===== config.mk =====
export PLATFORM = sky130hd
export DESIGN_NAME = piso_shift_tx_flat
export DESIGN_NICKNAME = d
export VERILOG_FILES = /design/src/rtl/piso_shift_tx_if.sv /design/src/rtl/piso_shift_tx.sv /design/src/flat_wrapper.sv
export SDC_FILE = /design/constraint.sdc
export NUM_CORES = 1
export LEC_CHECK = 0
export CAP_MARGIN = 20
export CORE_AREA = 2 2 39 41
export CTS_CLUSTER_SIZE = 30
export DETAILED_ROUTE_END_ITERATION = 16
export DIE_AREA = 0 0 41 43
export PLACE_DENSITY = 0.52
export SYNTH_ARGS = -nofsm -noshare
export SYNTH_HDL_FRONTEND = slang
export SYNTH_SLANG_ARGS = --single-unit

===== constraint.sdc =====
create_clock -name clk -period 1.6 [get_ports clk]
set_clock_uncertainty 0.1 [all_clocks]
set_input_delay 0.16 -clock clk [delete_from_list [all_inputs] [get_ports clk]]
set_output_delay 0.16 -clock clk [all_outputs]
set_load 0.1 [all_outputs]

===== src/rtl/piso_shift_tx_if.sv =====
// Handshake and serial-output bundle for piso_shift_tx.
// The master side produces words; the slave side (the transmitter) shifts them out.
interface piso_shift_tx_if #(
    parameter int WIDTH = 4
);
    logic [WIDTH-1:0] din;
    logic             load_valid;
    logic             load_ready;
    logic             sout;
    logic             sout_valid;
    logic             done;

    modport master (
        output din,
        output load_valid,
        input  load_ready,
        input  sout,
        input  sout_valid,
        input  done
    );

    modport slave (
        input  din,
        input  load_valid,
        output load_ready,
        output sout,
        output sout_valid,
        output done
    );
endinterface


===== src/rtl/piso_shift_tx.sv =====
// Parallel-in serial-out transmitter, MSB first, back-to-back words without gaps.
// Define PISO_PARITY_EN to append an even-parity bit after every word.
//
// state  | meaning
// IDLE   | no word in flight, ready for a load
// SHIFT  | data bits on sout, cnt counts down to the last bit
// PARITY | even-parity bit on sout (only with PISO_PARITY_EN)
module piso_shift_tx #(
    parameter int WIDTH = 4
) (
    input  logic          clk,
    input  logic          rst,
    piso_shift_tx_if.slave bus
);
    localparam int CW = $clog2(WIDTH + 1);

`ifdef PISO_PARITY_EN
    typedef enum logic [1:0] {IDLE, SHIFT, PARITY} state_t;
`else
    typedef enum logic [1:0] {IDLE, SHIFT} state_t;
`endif

    state_t           state, state_nxt;
    logic [WIDTH-1:0] sreg, sreg_nxt;
    logic [CW-1:0]    cnt, cnt_nxt;
    logic             last_bit;
    logic             done_cyc;
    logic             accept;
`ifdef PISO_PARITY_EN
    logic             par, par_nxt;
`endif

    assign last_bit = (state == SHIFT) && (cnt == '0);
`ifdef PISO_PARITY_EN
    assign done_cyc = (state == PARITY);
`else
    assign done_cyc = last_bit;
`endif

    // Ready in the done cycle lets the next word follow with no idle gap.
    assign bus.load_ready = rst && ((state == IDLE) || done_cyc);
    assign accept         = bus.load_valid && bus.load_ready;

    always_ff @(posedge clk) begin
        if (!rst) begin
            state <= IDLE;
            sreg  <= '0;
            cnt   <= '0;
`ifdef PISO_PARITY_EN
            par   <= 1'b0;
`endif
        end else begin
            state <= state_nxt;
            sreg  <= sreg_nxt;
            cnt   <= cnt_nxt;
`ifdef PISO_PARITY_EN
            par   <= par_nxt;
`endif
        end
    end

    always_comb begin
        state_nxt = state;
        sreg_nxt  = sreg;
        cnt_nxt   = cnt;
`ifdef PISO_PARITY_EN
        par_nxt   = par;
`endif
        case (state)
            SHIFT: begin
                sreg_nxt = {sreg[WIDTH-2:0], 1'b0};
                if (cnt == '0) begin
`ifdef PISO_PARITY_EN
                    state_nxt = PARITY;
`else
                    state_nxt = IDLE;
`endif
                end else begin
                    cnt_nxt = cnt - CW'(1);
                end
            end
`ifdef PISO_PARITY_EN
            PARITY: state_nxt = IDLE;
`endif
            default: ;
        endcase
        if (accept) begin
            sreg_nxt  = bus.din;
            cnt_nxt   = CW'(WIDTH - 1);
            state_nxt = SHIFT;
`ifdef PISO_PARITY_EN
            par_nxt   = ^bus.din;
`endif
        end
    end

    always_comb begin
        bus.sout       = 1'b0;
        bus.sout_valid = 1'b0;
        bus.done       = 1'b0;
        case (state)
            SHIFT: begin
                bus.sout       = sreg[WIDTH-1];
                bus.sout_valid = 1'b1;
`ifndef PISO_PARITY_EN
                bus.done       = last_bit;
`endif
            end
`ifdef PISO_PARITY_EN
            PARITY: begin
                bus.sout       = par;
                bus.sout_valid = 1'b1;
                bus.done       = 1'b1;
            end
`endif
            default: ;
        endcase
    end
endmodule


===== src/flat_wrapper.sv =====
// flat-port wrapper written by rule: the top's interface ports become plain ports
module piso_shift_tx_flat 
#(
    parameter int WIDTH = 4
)
  (clk, rst, bus_din, bus_load_valid, bus_load_ready, bus_sout, bus_sout_valid, bus_done);
  piso_shift_tx_if #(.WIDTH(WIDTH)) bus_i ();
  input  logic clk;
  input  logic rst;
  input wire logic [$bits(bus_i.din)-1:0] bus_din;
  input wire logic [$bits(bus_i.load_valid)-1:0] bus_load_valid;
  output wire logic [$bits(bus_i.load_ready)-1:0] bus_load_ready;
  output wire logic [$bits(bus_i.sout)-1:0] bus_sout;
  output wire logic [$bits(bus_i.sout_valid)-1:0] bus_sout_valid;
  output wire logic [$bits(bus_i.done)-1:0] bus_done;
  assign bus_i.din = bus_din;
  assign bus_i.load_valid = bus_load_valid;
  assign bus_load_ready = bus_i.load_ready;
  assign bus_sout = bus_i.sout;
  assign bus_sout_valid = bus_i.sout_valid;
  assign bus_done = bus_i.done;
  piso_shift_tx #(.WIDTH(WIDTH)) u_core (.clk(clk), .rst(rst), .bus(bus_i));
endmodule

# After elaboration in Yosys (flattened, before gate mapping)
# Index checks and enable logic that the tools add are counted.
# totals
regBits,8
in_bits,7
out_inout_bits,4
wordCells,31
# classes
n_reduce_logical,12
n_eq_ne,1
bitwise_logic,2
addsub,1
muxes,11
# ops
operator,count
4-bit 2-to-1 mux,2
1-bit 2-to-1 mux,6
2-bit 2-to-1 mux,3
2-bit AND reduction,3
2-bit nonzero test,2
1-bit logical AND,3
3-bit logical NOT,1
"3-bit by 1-bit subtractor with 3-bit output, second input constant",1
2-bit logical NOT,1
"2-bit by 1-bit != test with 1-bit output, second input constant",1
1-bit NOT,2
2-bit OR reduction,1
1-bit logical OR,1

# Longest topological paths before layout
# Gate-level depths: netlist of run 1.
# depth
depth_word,7
ltp_mapped,5
ltp_nobuf,5

# Worst setup path before layout of run 1
# Ideal clock, no wire load.
# synth_path
path_kind,flip-flop to output port
start,register u_core.state[0]
end,output port bus_done
arrival_time_ns,2.405
stages_incl_launch_ff,3
path_buffers,0
setup_slack_ns,-1.065
cell_sequence,dfxtp_1 -> inv_2 -> nor2_1
# synth_via
elab_chain_len,2
# synth_rtl
item,line_no,rtl
"start, declared",piso_shift_tx.sv:23,"state_t state, state_nxt;"
"start signal, assigned",piso_shift_tx.sv:53,state <= state_nxt;
1-bit logical AND,piso_shift_tx.sv:33,assign last_bit = (state == SHIFT) && (cnt == '0);
1-bit 2-to-1 mux (*),piso_shift_tx.sv:101,case (state)
"end, declared",flat_wrapper.sv:15,output wire logic [$bits(bus_i.done)-1:0] bus_done;
# Every way passes the cells marked *; elsewhere a longest branch is shown, timed or not.

# Worst setup path after layout of run 1
# layout_path
start,register u_core.cnt[0]
end,output port bus_load_ready
# layout_via
elab_chain_len,4
# layout_rtl
item,line_no,rtl
"start, declared",piso_shift_tx.sv:25,"logic [CW-1:0] cnt, cnt_nxt;"
"start signal, assigned",piso_shift_tx.sv:55,cnt <= cnt_nxt;
3-bit logical NOT,piso_shift_tx.sv:33,
1-bit logical AND,piso_shift_tx.sv:33,
1-bit logical OR,piso_shift_tx.sv:41,assign bus.load_ready = rst && ((state == IDLE) || done_cyc);
1-bit logical AND,piso_shift_tx.sv:41,
"end, declared",flat_wrapper.sv:12,output wire logic [$bits(bus_i.load_ready)-1:0] bus_load_ready;
# Every way passes these cells.

==> impl_metrics.tcl, run 1 <==
set metrics [dict create \
    outcome "finished clean" \
    yosysTopAreaCell "dfxtp_1" \
    rr_endpoint "u_core.sreg[1]$_SDFFE_PN0P_" \
    synth_cell_types 23 \
    power.internal_uw 415 \
    grt_pass1_vias 378 \
    crit_arrival_ps 1310 \
    cp-end-kind "primary output" \
    final-hold-violation-count 0 \
    rsz0062_at_grt "true" \
    setup_viol_count_final 0 \
    synth_edf_count 0 \
    io_pins 11 \
    initial_core_util 0.300 \
    critical-path-slowest-cell "dfxtp_2" \
    cts.path.max_buffers 2 \
    synth.most_common_cell "dfxtp_1" \
    drv_slew 0 \
    core_area_um2 1380 \
    grt_max_degree 15 \
    max_stage_delay_ps 330 \
    overflow 0 \
    syn_inst 48 \
    chipWidth_um 41 \
    drc 0 \
    drive_gt1_frac 0.394 \
    drt_iter0_drc 0 \
    r2r_slack_ps 210 \
    cts_root_buf "clkbuf_4" \
    fin_crit_sh 0.980 \
    cp_num_buf_inv 2 \
    post-place-ws_ps 170 \
    path_max_fanout 3 \
    crit_chain "inv_2 > ha_4 > nand2b_4 > and2_4 > nor2_4 > buf_12" \
    synth_nets 57 \
    fmax_mhz 638 \
    fin_tns_setup_ps 0 \
    pwr-share-comb 0.350 \
    htree_levels 1 \
    die_area_um2 1760 \
    post_drt_wl_per_cell_um 10.8 \
    clock-sinks 8 \
    clkPwrFrac 0.268 \
    yosysWarnings 0 \
    yosys-top-cells-area "dfxtp_1 (39%), mux2i_1 (7.2%), ha_1 (6.0%)" \
    startpoint "u_core.cnt[0]$_SDFFE_PN0P_" \
    place_hpwl_um 622 \
    wirelength_um 886 \
    regToRegStartpoint "u_core.cnt[0]$_SDFFE_PN0P_" \
    crit_type "reg2out" \
    startpoint_type "flop" \
    clkSlewWorstSetupHoldPaths_ps 60 \
    setup_ws_ps 31.6 \
    path_delay_family "simple AND/OR/NAND/NOR gates" \
    p_sw_uw 197 \
    worst_pin_slew_ps 195 \
    area_delta_synth_final_pct 64.8 \
    vias_per_cell 4.72 \
    portBuffers 10 \
    die_h_um 43 \
    critical_path_depth 6 \
    crit_end "bus_load_ready" \
    leakagePower_nw 0.283 \
    drtAntennaViolNets 0 \
    timing.max_slew.rel_slack 0.869 \
    synth_area_um2 415 \
    required_ps 1340 \
    grt_antenna_before_repair 0 \
    syn_area_per_cell_um2 8.65 \
    min_period_ps 1570 \
    fp-row-count 14 \
    netlist.area_leader.share 0.386 \
    diodes 0 \
    power.density_nw_per_um2 894 \
    synth_common_cells "dfxtp_1 (8), nand2_1 (4)" \
    hold_buffers 0 \
    maxCapViolations 0 \
    grt_pass1_wl_um 1620 \
    min_path_type "reg2reg" \
    grt_use_total 0.142 \
    yosysSeqAreaShare 0.386 \
    p_sw_frac 0.322 \
    dr.pass1.iters 1 \
    cts_made_buffers 3 \
    peakVddDrop_v 0.000412 \
    synth-async-reset-ratio 0 \
    cts_tree "built" \
    synthFlopType "dfxtp_1" \
    ys_ff_latch 8 \
    ff2ff_path_depth 7 \
    nets 76 \
    insertion_delay_ps 250 \
    vias 387 \
    place.gp.congestion 0.751 \
    seqPwrFrac 0.382 \
]
-- power by group through the flow --
stage / Sequential, mW / Combinational (mW) / Clock (mW)
6_report: 0.234 / 0.214 / 0.164
5_1_grt: 0.237 / 0.230 / 0.186
4_1_cts: 0.233 / 0.210 / 0.171
3_5_place_dp: 0.236 / 0.195 / 0
3_3_place_gp: 0.237 / 0.195 / 0
2_1_floorplan: 0.243 / 0.120 / 0
-- layout by cell type (no fill, tap or decap), drive strengths merged --
cell type,count
inv,4
nor2,3
nand2b,1
ha,2
a211oi,2
and2,2
or4b,1
o211ai,3
or2,3
dfxtp,8
a21boi,1
mux2i,3
clkdlybuf4s50,6
clkbuf,4
nand2,4
nor3b,1
o21ai,1
o21a,2
nor2b,1
a21oi,2
buf,10
o311a,1
nand3,1
-- flip-flops by register name, summed over array words and instances (netlist names) --
register	cells
u_core.state	1
u_core.sreg	4
u_core.cnt	3
-- cells by family (layout without fill, tap and decap cells) --
kind of cell / after synthesis / after routing / synth area share
adders and majority gates: 2 / 2 / 0.0602
muxes: 3 / 3 / 0.0723
DFF: 8 / 8 / 0.386
buffers and inverters: 6 / 24 / 0.0542
AOI/OAI and AO/OA: 12 / 12 / 0.205
and+or+nand+nor: 17 / 17 / 0.223
-- worst min-delay path by stage --
| stage | start | to | slack [ps] | cells after the start |
|---|---|---|---|---|
| floorplan | bus_load_valid | u_core.state[0]$_SDFFE_PN0P_ | 180 | 1 |
| global placement | u_core.cnt[0]$_SDFFE_PN0P_ | u_core.cnt[0]$_SDFFE_PN0P_ | 360 | 1 |
| detailed placement | u_core.cnt[0]$_SDFFE_PN0P_ | u_core.cnt[0]$_SDFFE_PN0P_ | 360 | 1 |
| CTS | u_core.cnt[0]$_SDFFE_PN0P_ | u_core.cnt[0]$_SDFFE_PN0P_ | 350 | 1 |
| global route | u_core.cnt[0]$_SDFFE_PN0P_ | u_core.cnt[0]$_SDFFE_PN0P_ | 370 | 1 |
| finish | u_core.cnt[0]$_SDFFE_PN0P_ | u_core.cnt[0]$_SDFFE_PN0P_ | 360 | 1 |
-- stage by stage --
stage | util | hold slack, ps | cell area (um^2) | cells | total power, mW
CTS | 0.489 | 353 | 677 | 81 | 0.615
global route | 0.495 | 374 | 684 | 82 | 0.653
finish | 0.495 | 358 | 684 | 82 | 0.612
floorplan | - | 183 | 447 | 48 | 0.363
detailed placement | 0.449 | 365 | 622 | 75 | 0.431
global placement | 0.449 | 356 | 622 | 75 | 0.432
-- repair_timing --
item,4_1_cts,5_1_grt
resized for setup,5,0
setup buffers,2,1
setup endpoints to repair,1,1
pin swaps,2,1
-- layout make-up --
cell class / count / area, um^2
Sequential cell: 8 / 165
Inverter: 4 / 15.0
Clock buffer: 4 / 26.3
Multi-Input combinational cell: 34 / 273
Tap cell: 16 / 20.0
Fill cell: 133 / 699
Timing Repair Buffer: 16 / 185
-- per-layer routing --
metal	track usage	vias up	share of wire
met4	0.120	0	0.019
met3	0.0314	2	0.046
met5	0	-	0
li1	-	203	-
met1	0.173	175	0.47
met2	0.200	7	0.47
Note: power is estimated with default switching activity, not from simulation.
==> run 2: changes to the inputs <==
--- a/config.mk
+++ b/config.mk
@@ -7,10 +7,12 @@
 export LEC_CHECK = 0
 export CAP_MARGIN = 20
 export CORE_AREA = 2 2 39 41
+export CTS_BUF_LIST = sky130_fd_sc_hd__clkbuf_4 sky130_fd_sc_hd__clkbuf_8 sky130_fd_sc_hd__clkbuf_16
 export CTS_CLUSTER_SIZE = 30
 export DETAILED_ROUTE_END_ITERATION = 16
 export DIE_AREA = 0 0 41 43
 export PLACE_DENSITY = 0.52
+export SKIP_CTS_REPAIR_TIMING = 1
 export SYNTH_ARGS = -nofsm -noshare
 export SYNTH_HDL_FRONTEND = slang
 export SYNTH_SLANG_ARGS = --single-unit
==> run 2 against run 1 <==
  * Critical path depth stayed put
  * Via count is 0.78% lower
  * Non-clock buffer count is 1 lower
  * Combinational power hardly changed
  * Critical endpoint unchanged
  * Highest routed layer unchanged
==> impl_metrics.tcl, run 2 (synthesized netlist as in run 1, its figures left out) <==
set metrics [dict create \
    chipWidth_um 41 \
    power.density_nw_per_um2 920 \
    peakVddDrop_v 0.000419 \
    fin_util 0.492 \
    fin_cells 81 \
    path_delay_family "simple AND/OR/NAND/NOR gates" \
    maxCapViolations 0 \
    final-hold-violation-count 0 \
    reg_top3 "u_core.sreg: 4 flops, u_core.cnt: 3 flops, u_core.state: 1 flops" \
    core_area_um2 1380 \
    pwr-share-comb 0.336 \
    place.gp.congestion 0.751 \
    critical-path-slowest-cell "dfxtp_1" \
    clock-sinks 8 \
    overflow 0 \
    dr.pass1.iters 2 \
    wirelength_um 884 \
    p_total_uw 626 \
    setup_ws_ps 27.0 \
    setup_viol_count_final 0 \
    outcome "finished clean" \
    drv_slew 0 \
    portBuffers 10 \
    cts.path.max_buffers 2 \
    cts_tree "built" \
    required_ps 1340 \
    area_delta_synth_final_pct 63.9 \
    largest_reg_flops 4 \
    vias_per_cell 4.74 \
    grt_max_degree 15 \
    post-place-ws_ps 170 \
    p_sw_frac 0.315 \
    drive_gt1_frac 0.400 \
    rsz0062_at_grt "true" \
    clkSlewWorstSetupHoldPaths_ps 60 \
    fin_tns_setup_ps 0 \
    place_hpwl_um 622 \
    placed_cells 75 \
    drtAntennaViolNets 0 \
    regMostFlops "u_core.sreg" \
    path_max_fanout 4 \
    timing.max_slew.rel_slack 0.866 \
    vias 384 \
    grt_pass1_vias 369 \
    cts_made_buffers 3 \
    die_area_um2 1760 \
    min_path_type "reg2reg" \
    startpoint_type "flop" \
    final_cell_mix "clkdlybuf4s50_1 (6), dfxtp_1 (6), buf_4 (5)" \
    grt_pass1_wl_um 1570 \
    max_stage_delay_ps 320 \
    clkPwrFrac 0.290 \
    drt_iter0_drc 1 \
    fp-row-count 14 \
    cp-end-kind "primary output" \
    crit_chain "inv_2 > ha_4 > nand2b_4 > and2_4 > nor2_4 > buf_12" \
    insertion_delay_ps 250 \
    cp_num_buf_inv 2 \
    diodes 0 \
    htree_levels 1 \
    fmax_mhz 636 \
    die_h_um 43 \
    grt_antenna_before_repair 0 \
    nets 75 \
    fin_crit_sh 0.983 \
    leakagePower_nw 0.281 \
    crit_type "reg2out" \
    seqPwrFrac 0.373 \
    io_pins 11 \
    cts_root_buf "clkbuf_4" \
    power.internal_uw 429 \
    post_drt_wl_per_cell_um 10.9 \
    p_sw_uw 197 \
    crit_arrival_ps 1310 \
    min_period_ps 1570 \
    drc 0 \
    grt_use_total 0.138 \
    initial_core_util 0.300 \
    worst_pin_slew_ps 200 \
]
run 2: cell count changes in the layout (fill, tap and decap cells not counted):
cell,delta
clkbuf_1,-1
clkbuf_4,+1
buf_4,-1
run 2: path summary, 6_finish.rpt:
check	from	depth (start not counted)	endpoint	slack, ps
min	u_core.cnt[0]$_SDFFE_PN0P_	1	u_core.cnt[0]$_SDFFE_PN0P_	360
max reg2reg	u_core.cnt[1]$_SDFFE_PN0P_	7	u_core.sreg[2]$_SDFFE_PN0P_	190
min reg2reg	u_core.cnt[0]$_SDFFE_PN0P_	1	u_core.cnt[0]$_SDFFE_PN0P_	360
max	u_core.cnt[1]$_SDFFE_PN0P_	6	bus_load_ready	30
run 2: stage by stage:
step / instance area, um^2 / hold WS [ps]
2_1_floorplan: 447 / 183
3_3_place_gp: 622 / 356
3_5_place_dp: 622 / 365
4_1_cts: 652 / 372
5_1_grt: 681 / 375
6_report: 681 / 358
run 2: cell type report:
type / count / area (um^2)
clock buffers: 4 / 30.0
fillers: 134 / 703
inverters: 4 / 15.0
multi-input cells: 34 / 273
flip-flops and latches: 8 / 165
well taps: 16 / 20.0
repair buffers: 15 / 178
run 2: metal layers:
| layer | global-route usage | up-vias | part of all wire |
|---|---|---|---|
| li1 | - | 201 | - |
| met1 | 0.169 | 174 | 0.46 |
| met2 | 0.191 | 7 | 0.48 |
| met3 | 0.0314 | 2 | 0.046 |
| met4 | 0.120 | 0 | 0.019 |
| met5 | 0 | - | 0 |
run 2: power by group through the flow:
stage,clock network (mW),logic (mW),registers (mW)
after CTS,0.189,0.196,0.232
final,0.182,0.211,0.234
after global placement,0,0.195,0.237
after detailed placement,0,0.195,0.236
after floorplan,0,0.120,0.243
after global routing,0.203,0.227,0.237
